--- src/rtl/call_stack.sv ---
// -----------------------------------------------------------------------------
// call_stack
// Return-address stack for the 19-bit core. CALL and RET are decoded from the
// same types/opcode fields the branch unit sees, in the same cycle. The
// subroutine_pc_next/subroutine_pc_src outputs are combinational so the branch
// unit can redirect with zero latency. The push or pop commits on the next
// rising clock edge.
//
// Optional feature macro: CALLSTACK_CIRCULAR_EN
//   defined   : a CALL on a full stack is taken and overwrites the oldest entry.
//               depth stays at DEPTH.
//   undefined : a CALL on a full stack is refused (default).
//   In both builds a CALL on a full stack sets the sticky stack_overflow flag.
//
// Ports
//   clk                in   clock, rising edge
//   rst_n              in   asynchronous active-low reset
//   types              in   instruction type field
//   opcode             in   instruction opcode field
//   pc_current         in   PC of the instruction being decoded
//   call_addr          in   CALL target field, zero-extended to PC_W
//   program_end        in   program halted; suppresses every action
//   subroutine_pc_next out  CALL target or popped return address
//   subroutine_pc_src  out  1 = branch unit must take subroutine_pc_next
//   depth              out  number of valid entries held
//   stack_overflow     out  sticky: a CALL was issued while the stack was full
//   stack_underflow    out  sticky: a RET was issued while the stack was empty
// -----------------------------------------------------------------------------
module call_stack #(
  parameter int PC_W    = 19,
  parameter int JADDR_W = 11,
  parameter int DEPTH   = 8
) (
  input  logic                       clk,
  input  logic                       rst_n,
  input  logic [1:0]                 types,
  input  logic [3:0]                 opcode,
  input  logic [PC_W-1:0]            pc_current,
  input  logic [JADDR_W-1:0]         call_addr,
  input  logic                       program_end,
  output logic [PC_W-1:0]            subroutine_pc_next,
  output logic                       subroutine_pc_src,
  output logic [$clog2(DEPTH+1)-1:0] depth,
  output logic                       stack_overflow,
  output logic                       stack_underflow
);

  localparam int PTR_W   = $clog2(DEPTH);
  localparam int DEPTH_W = $clog2(DEPTH+1);
  localparam logic [DEPTH_W-1:0] DEPTH_FULL = DEPTH_W'(DEPTH);
  localparam logic [DEPTH_W-1:0] DEPTH_ONE  = {{(DEPTH_W-1){1'b0}}, 1'b1};
  localparam logic [PTR_W-1:0]   PTR_ONE    = {{(PTR_W-1){1'b0}}, 1'b1};
  localparam logic [PC_W-1:0]    PC_ONE     = {{(PC_W-1){1'b0}}, 1'b1};

  // Instruction decode helpers.
  function automatic logic f_is_call(input logic [1:0] t, input logic [3:0] op);
    return (t == 2'b10) && (op == 4'b0101);
  endfunction

  function automatic logic f_is_ret(input logic [1:0] t, input logic [3:0] op);
    return (t == 2'b10) && (op == 4'b0110);
  endfunction

  logic [PC_W-1:0]    r_mem [DEPTH];
  logic [PTR_W-1:0]   r_ptr;
  logic [DEPTH_W-1:0] r_depth;
  logic               r_overflow;
  logic               r_underflow;

  logic               w_call;
  logic               w_ret;
  logic               w_full;
  logic               w_empty;
  logic               w_push;
  logic               w_pop;
  logic [PTR_W-1:0]   w_ptr_inc;

  // Decode and qualify the push/pop requests for this cycle.
  always_comb begin
    w_call    = f_is_call(types, opcode) && !program_end;
    w_ret     = f_is_ret(types, opcode) && !program_end;
    w_full    = (r_depth == DEPTH_FULL);
    w_empty   = (r_depth == {DEPTH_W{1'b0}});
    w_ptr_inc = r_ptr + PTR_ONE;
`ifdef CALLSTACK_CIRCULAR_EN
    // A full stack still accepts the CALL; the oldest slot is reused.
    w_push    = w_call;
`else
    w_push    = w_call && !w_full;
`endif
    w_pop     = w_ret && !w_empty;
  end

  // Redirect outputs. They are forced to zero while reset is held so that the
  // branch unit never sees a stale entry.
  always_comb begin
    subroutine_pc_src  = 1'b0;
    subroutine_pc_next = {PC_W{1'b0}};
    if (!rst_n) begin
      subroutine_pc_src  = 1'b0;
      subroutine_pc_next = {PC_W{1'b0}};
    end else if (w_push) begin
      subroutine_pc_src  = 1'b1;
      subroutine_pc_next = {{(PC_W-JADDR_W){1'b0}}, call_addr};
    end else if (w_pop) begin
      subroutine_pc_src  = 1'b1;
      subroutine_pc_next = r_mem[r_ptr];
    end else begin
      subroutine_pc_src  = 1'b0;
      subroutine_pc_next = {PC_W{1'b0}};
    end
  end

  // Pointer, depth and sticky flag state.
  always_ff @(posedge clk or negedge rst_n) begin
    if (!rst_n) begin
      r_ptr       <= {PTR_W{1'b0}};
      r_depth     <= {DEPTH_W{1'b0}};
      r_overflow  <= 1'b0;
      r_underflow <= 1'b0;
    end else begin
      case ({w_push, w_pop})
        2'b10: begin
          r_ptr <= w_ptr_inc;
          // When a circular push lands on a full stack, depth saturates.
          if (!w_full) begin
            r_depth <= r_depth + DEPTH_ONE;
          end else begin
            r_depth <= r_depth;
          end
        end
        2'b01: begin
          r_ptr   <= r_ptr - PTR_ONE;
          r_depth <= r_depth - DEPTH_ONE;
        end
        default: begin
          r_ptr   <= r_ptr;
          r_depth <= r_depth;
        end
      endcase
      if (w_call && w_full) begin
        r_overflow <= 1'b1;
      end
      if (w_ret && w_empty) begin
        r_underflow <= 1'b1;
      end
    end
  end

  // Entry storage. The contents are not reset; depth alone marks valid entries.
  always_ff @(posedge clk) begin
    if (w_push && rst_n) begin
      r_mem[w_ptr_inc] <= pc_current + PC_ONE;
    end
  end

  assign depth           = r_depth;
  assign stack_overflow  = r_overflow;
  assign stack_underflow = r_underflow;

endmodule

--- config.mk ---
export PLATFORM = sky130hd
export DESIGN_NAME = call_stack
export DESIGN_NICKNAME = d
export VERILOG_FILES = /design/src/rtl/call_stack.sv
export SDC_FILE = /design/constraint.sdc
export NUM_CORES = 1
export LEC_CHECK = 0
export CAP_MARGIN = 15
export CORE_MARGIN = 3
export CORE_UTILIZATION = 52
export CTS_CLUSTER_SIZE = 12
export DETAILED_ROUTE_END_ITERATION = 16
export GPL_TIMING_DRIVEN = 0
export PLACE_DENSITY = 0.77
export SETUP_SLACK_MARGIN = 0.1
export SLEW_MARGIN = 10
export SYNTH_ARGS = -nofsm -noshare
export SYNTH_HDL_FRONTEND = slang
export SYNTH_SLANG_ARGS = --single-unit
--- constraint.sdc ---
create_clock -name clk -period 3.75 [get_ports clk]
set_input_delay 0.75 -clock clk [delete_from_list [all_inputs] [get_ports clk]]
set_output_delay 0.75 -clock clk [all_outputs]
set_load 0.03 [all_outputs]
==> run summary <==
Tmin final: 3.52 ns
Biggest area consumer among synthesized cells: edfxtp_1
Area after detailed placement: 7940 um2
Fin. max-slew vios: 0
Clk_lat worst skew: 0.42 ns
Setup bufs post-CTS: 0
Initial antenna violation count: 0
Max FO, Critical Path: 10
Int Pwr: 3190 uW
Finish-stage setup viols: 0
CTS Hold Buffers Added: 0
Htree depth: 4
Synthesized area: 6910 um2
Cell count after synthesis: 371
Vias in the first global route: 3,772
Worst Setup End Kind: primary output
Peak supply drop: 0.307 mV
Fin Setup TNS: 0 ns
Post-route DRC: 0
Yosys Warn Count: 0
Clock Power Share: 38.2%
Placer Congestion: 0.753
Net Count, Synth: 418
Post-synth EDFFs: 152
Slew HR: 35.4%
Syn Area/Cell: 18.6 um2
Layout area overhead: 22.3%
Leak: 0.00290 uW
Fin crit share: 93.9%
WP data arrival: 2.77 ns
Die Y: 121 um
Pre-antenna DRT Iters: 4
Largest net degree at the start of global routing: 17
Largest family of logic cells by synthesized area: multiplexers
M2 GR Usage: 32.4%
Final WL: 14,300 um
Final instance area: 8440 um2
Root Driver: clkbuf_16
Synth Area in XOR/XNOR: 3.30%
Switching share of power: 22.2%
Critical path class: in2out
Diode count: 0
Status: finished, final reports clean
Met1 Use GR: 27.6%
Post-synth top area share: 66.1%
Critical-path cell list: clkdlybuf4s50_1 -> nand2b_1 -> nor4_4 -> and2_1 -> buf_6 -> o2bb2ai_1 -> dlygate4sd2_1
Gr ovfl total: 0
Number of max-cap violations: 0
Post-route ant nets: 0
Drt wl/cell: 21.9 um
CP peak stage delay: 0.44 ns
Synth Register Bits: 161
Synthesized-area fraction occupied by adder cells: 1.45%
Initial Util: 53.9%
Synth area leaders: edfxtp_1 66%, mux4_2 12%, dfrtp_1 3.3%, mux2i_1 2.9%, xnor2_1 2.3%
Via Count: 3,768
Vias/cell: 5.77
Sequential area share after synthesis: 69.3%
Grt met3 use: 4.94%
Critical Path Start Type: input pin
Max clock buf depth: 2
Async set-reset flop share out of synthesis: 5.59%
TritonCTS buffer count: 17
Clock transition at the registers of the reported paths: 0.06 ns
First-pass GRT wire length: 21,900 um
Required time worst endpoint: 3.00 ns
Cell Pwr Density: 486 nW/um2
Sw power: 911 uW
Synth unique cells: 39
Final cell utilization of the core: 65.8%
RSZ-0062 raised after global routing: true
Hold Path Class: reg2reg
Post-synthesis mux area share: 15.3%
Clock Skew: 0.00621 ns
Compound-Gate Fraction of Synth Area: 2.28%
Layout Nets: 517
Clk sinks: 161
Core box area: 12,800 um2
I/O pins: 65
Die X: 121 um
Simple-gate share of the synthesized area: 6.49%
FP Rows: 41
Reg2reg path depth: 9
Grt peak-use layer: met2
Most common flop cell mapped by yosys: edfxtp_1
Worst Tran Pin Value: 0.962 ns
Port bufs: 64
CTS tree: yes
Worst Hold Path Cells: 1
Comb power frac: 12.8%
Hold Fails Final Rpt: 0
GR Util All Layers: 20.8%
Drt first-iter violations: 278
Sequential power share: 49.0%
Peak Freq: 284 MHz
DP Wirelength: 9780 um
Slowest CP cell: nor4_4
Die area: 14,700 um2
Layout cell share with drive strength beyond 1: 22.9%
-- state kept, by name (all words and copies together), names as in the netlist --
signal	count
r_ptr	3
r_mem	152
stack_underflow	1
stack_overflow	1
depth	4
-- final timing paths --
kind / start / endpoint / slack, ns
min: stack_underflow / stack_underflow / 0.47
max reg2reg: r_ptr[0] / r_mem[3][6] / 0.24
min in group asynchronous: rst_n / stack_underflow / 0.74
max in group asynchronous: rst_n / r_ptr[1] / 2.59
min reg2reg: stack_underflow / stack_underflow / 0.47
max: opcode[1] / subroutine_pc_next[5] / 0.23
-- Yosys cell counts, drive strengths merged, types with 3 or more instances --
| cell type | count |
|---|---|
| nand2b | 3 |
| nand2 | 14 |
| nand3 | 12 |
| mux4 | 38 |
| dfrtp | 9 |
| nor2 | 20 |
| edfxtp | 152 |
| nand4 | 3 |
| nor3 | 7 |
| nor4 | 6 |
| a21o | 3 |
| mux2i | 20 |
| xnor2 | 18 |
| inv | 7 |
| xor2 | 8 |
| o2bb2ai | 10 |
| ha | 8 |
| buf | 15 |
-- area by class of cell --
type / instances / area, um2
timing repair buffer: 80 / 754
clock buffer: 19 / 433
sequential: 161 / 4790
multi-input combinational: 186 / 2030
clock inverter: 11 / 97.6
inverter: 7 / 26.3
tap: 172 / 215
buffer: 17 / 101
fill: 866 / 4380
-- power by group through the flow --
stage | combinational, uW | clock (uW) | sequential (uW)
after floorplan | 342 | 0 | 2060
after global placement | 505 | 0 | 2050
after detailed placement | 525 | 0 | 2050
after CTS | 529 | 1590 | 2010
after global routing | 571 | 1660 | 2010
final | 524 | 1570 | 2010
-- metrics by stage --
step | hold WS, ns | instances | total power, uW | worst slack (ns)
2_1_floorplan | 0.454 | 371 | 2400 | -0.148
3_3_place_gp | 0.440 | 607 | 2550 | -2.61
3_5_place_dp | 0.453 | 623 | 2570 | -0.158
4_1_cts | 0.466 | 653 | 4130 | 0.0973
5_1_grt | 0.477 | 653 | 4240 | 0.0317
6_report | 0.466 | 653 | 4100 | 0.227
-- worst max-delay path: cells and delay by family --
family / cells / cell delay [ns]
and+or+nand+nor: 3 / 0.85
AOI/OAI and AO/OA: 1 / 0.16
buffers and inverters: 3 / 1.01
-- per-layer routing --
layer / part of all wire (%) / wire length, um
met4: 3.4 / 482
met5: 0 / 0
met1: 40 / 5750
met2: 50 / 7140
met3: 6.6 / 949
-- layout by cell type, fill, tap and decap left out, types with 3 or more instances in the layout --
master / netlist / routed
buf_2: 9 / 12
clkbuf_1: 2 / 4
mux2i_1: 20 / 20
clkinv_1: 0 / 6
inv_1: 7 / 7
nor3_2: 0 / 4
nor3_1: 7 / 3
xor2_1: 8 / 8
mux4_2: 38 / 38
nand2b_1: 3 / 3
ha_1: 8 / 8
nand4_1: 3 / 3
dfrtp_1: 9 / 9
a21o_1: 3 / 3
nor2_1: 20 / 18
clkinv_2: 0 / 3
clkbuf_16: 0 / 17
o2bb2ai_1: 8 / 8
buf_6: 2 / 8
dlygate4sd2_1: 0 / 19
xnor2_1: 18 / 18
edfxtp_1: 152 / 152
nand3_1: 12 / 12
nand2_1: 12 / 12
clkdlybuf4s50_1: 0 / 44
nor4_2: 1 / 3
buf_4: 3 / 9
-- what timing repair did --
action                                  CTS  global route
endpoints found under the setup margin   20            13
pin swaps                                 1             1
endpoints found under the hold margin     0             0
resized for setup                        20             2
-- cells by family (layout without fill, tap and decap cells) --
family                     after synthesis  in the layout
xor gates and xnor gates                26             26
buffers and inverters                   24            134
adders and majority gates                8              8
and+or+nand+nor                         75             75
muxes                                   58             58
DFF                                    161            161
AOI/OAI and AO/OA                       19             19
Power figures use the tool's default switching activity.
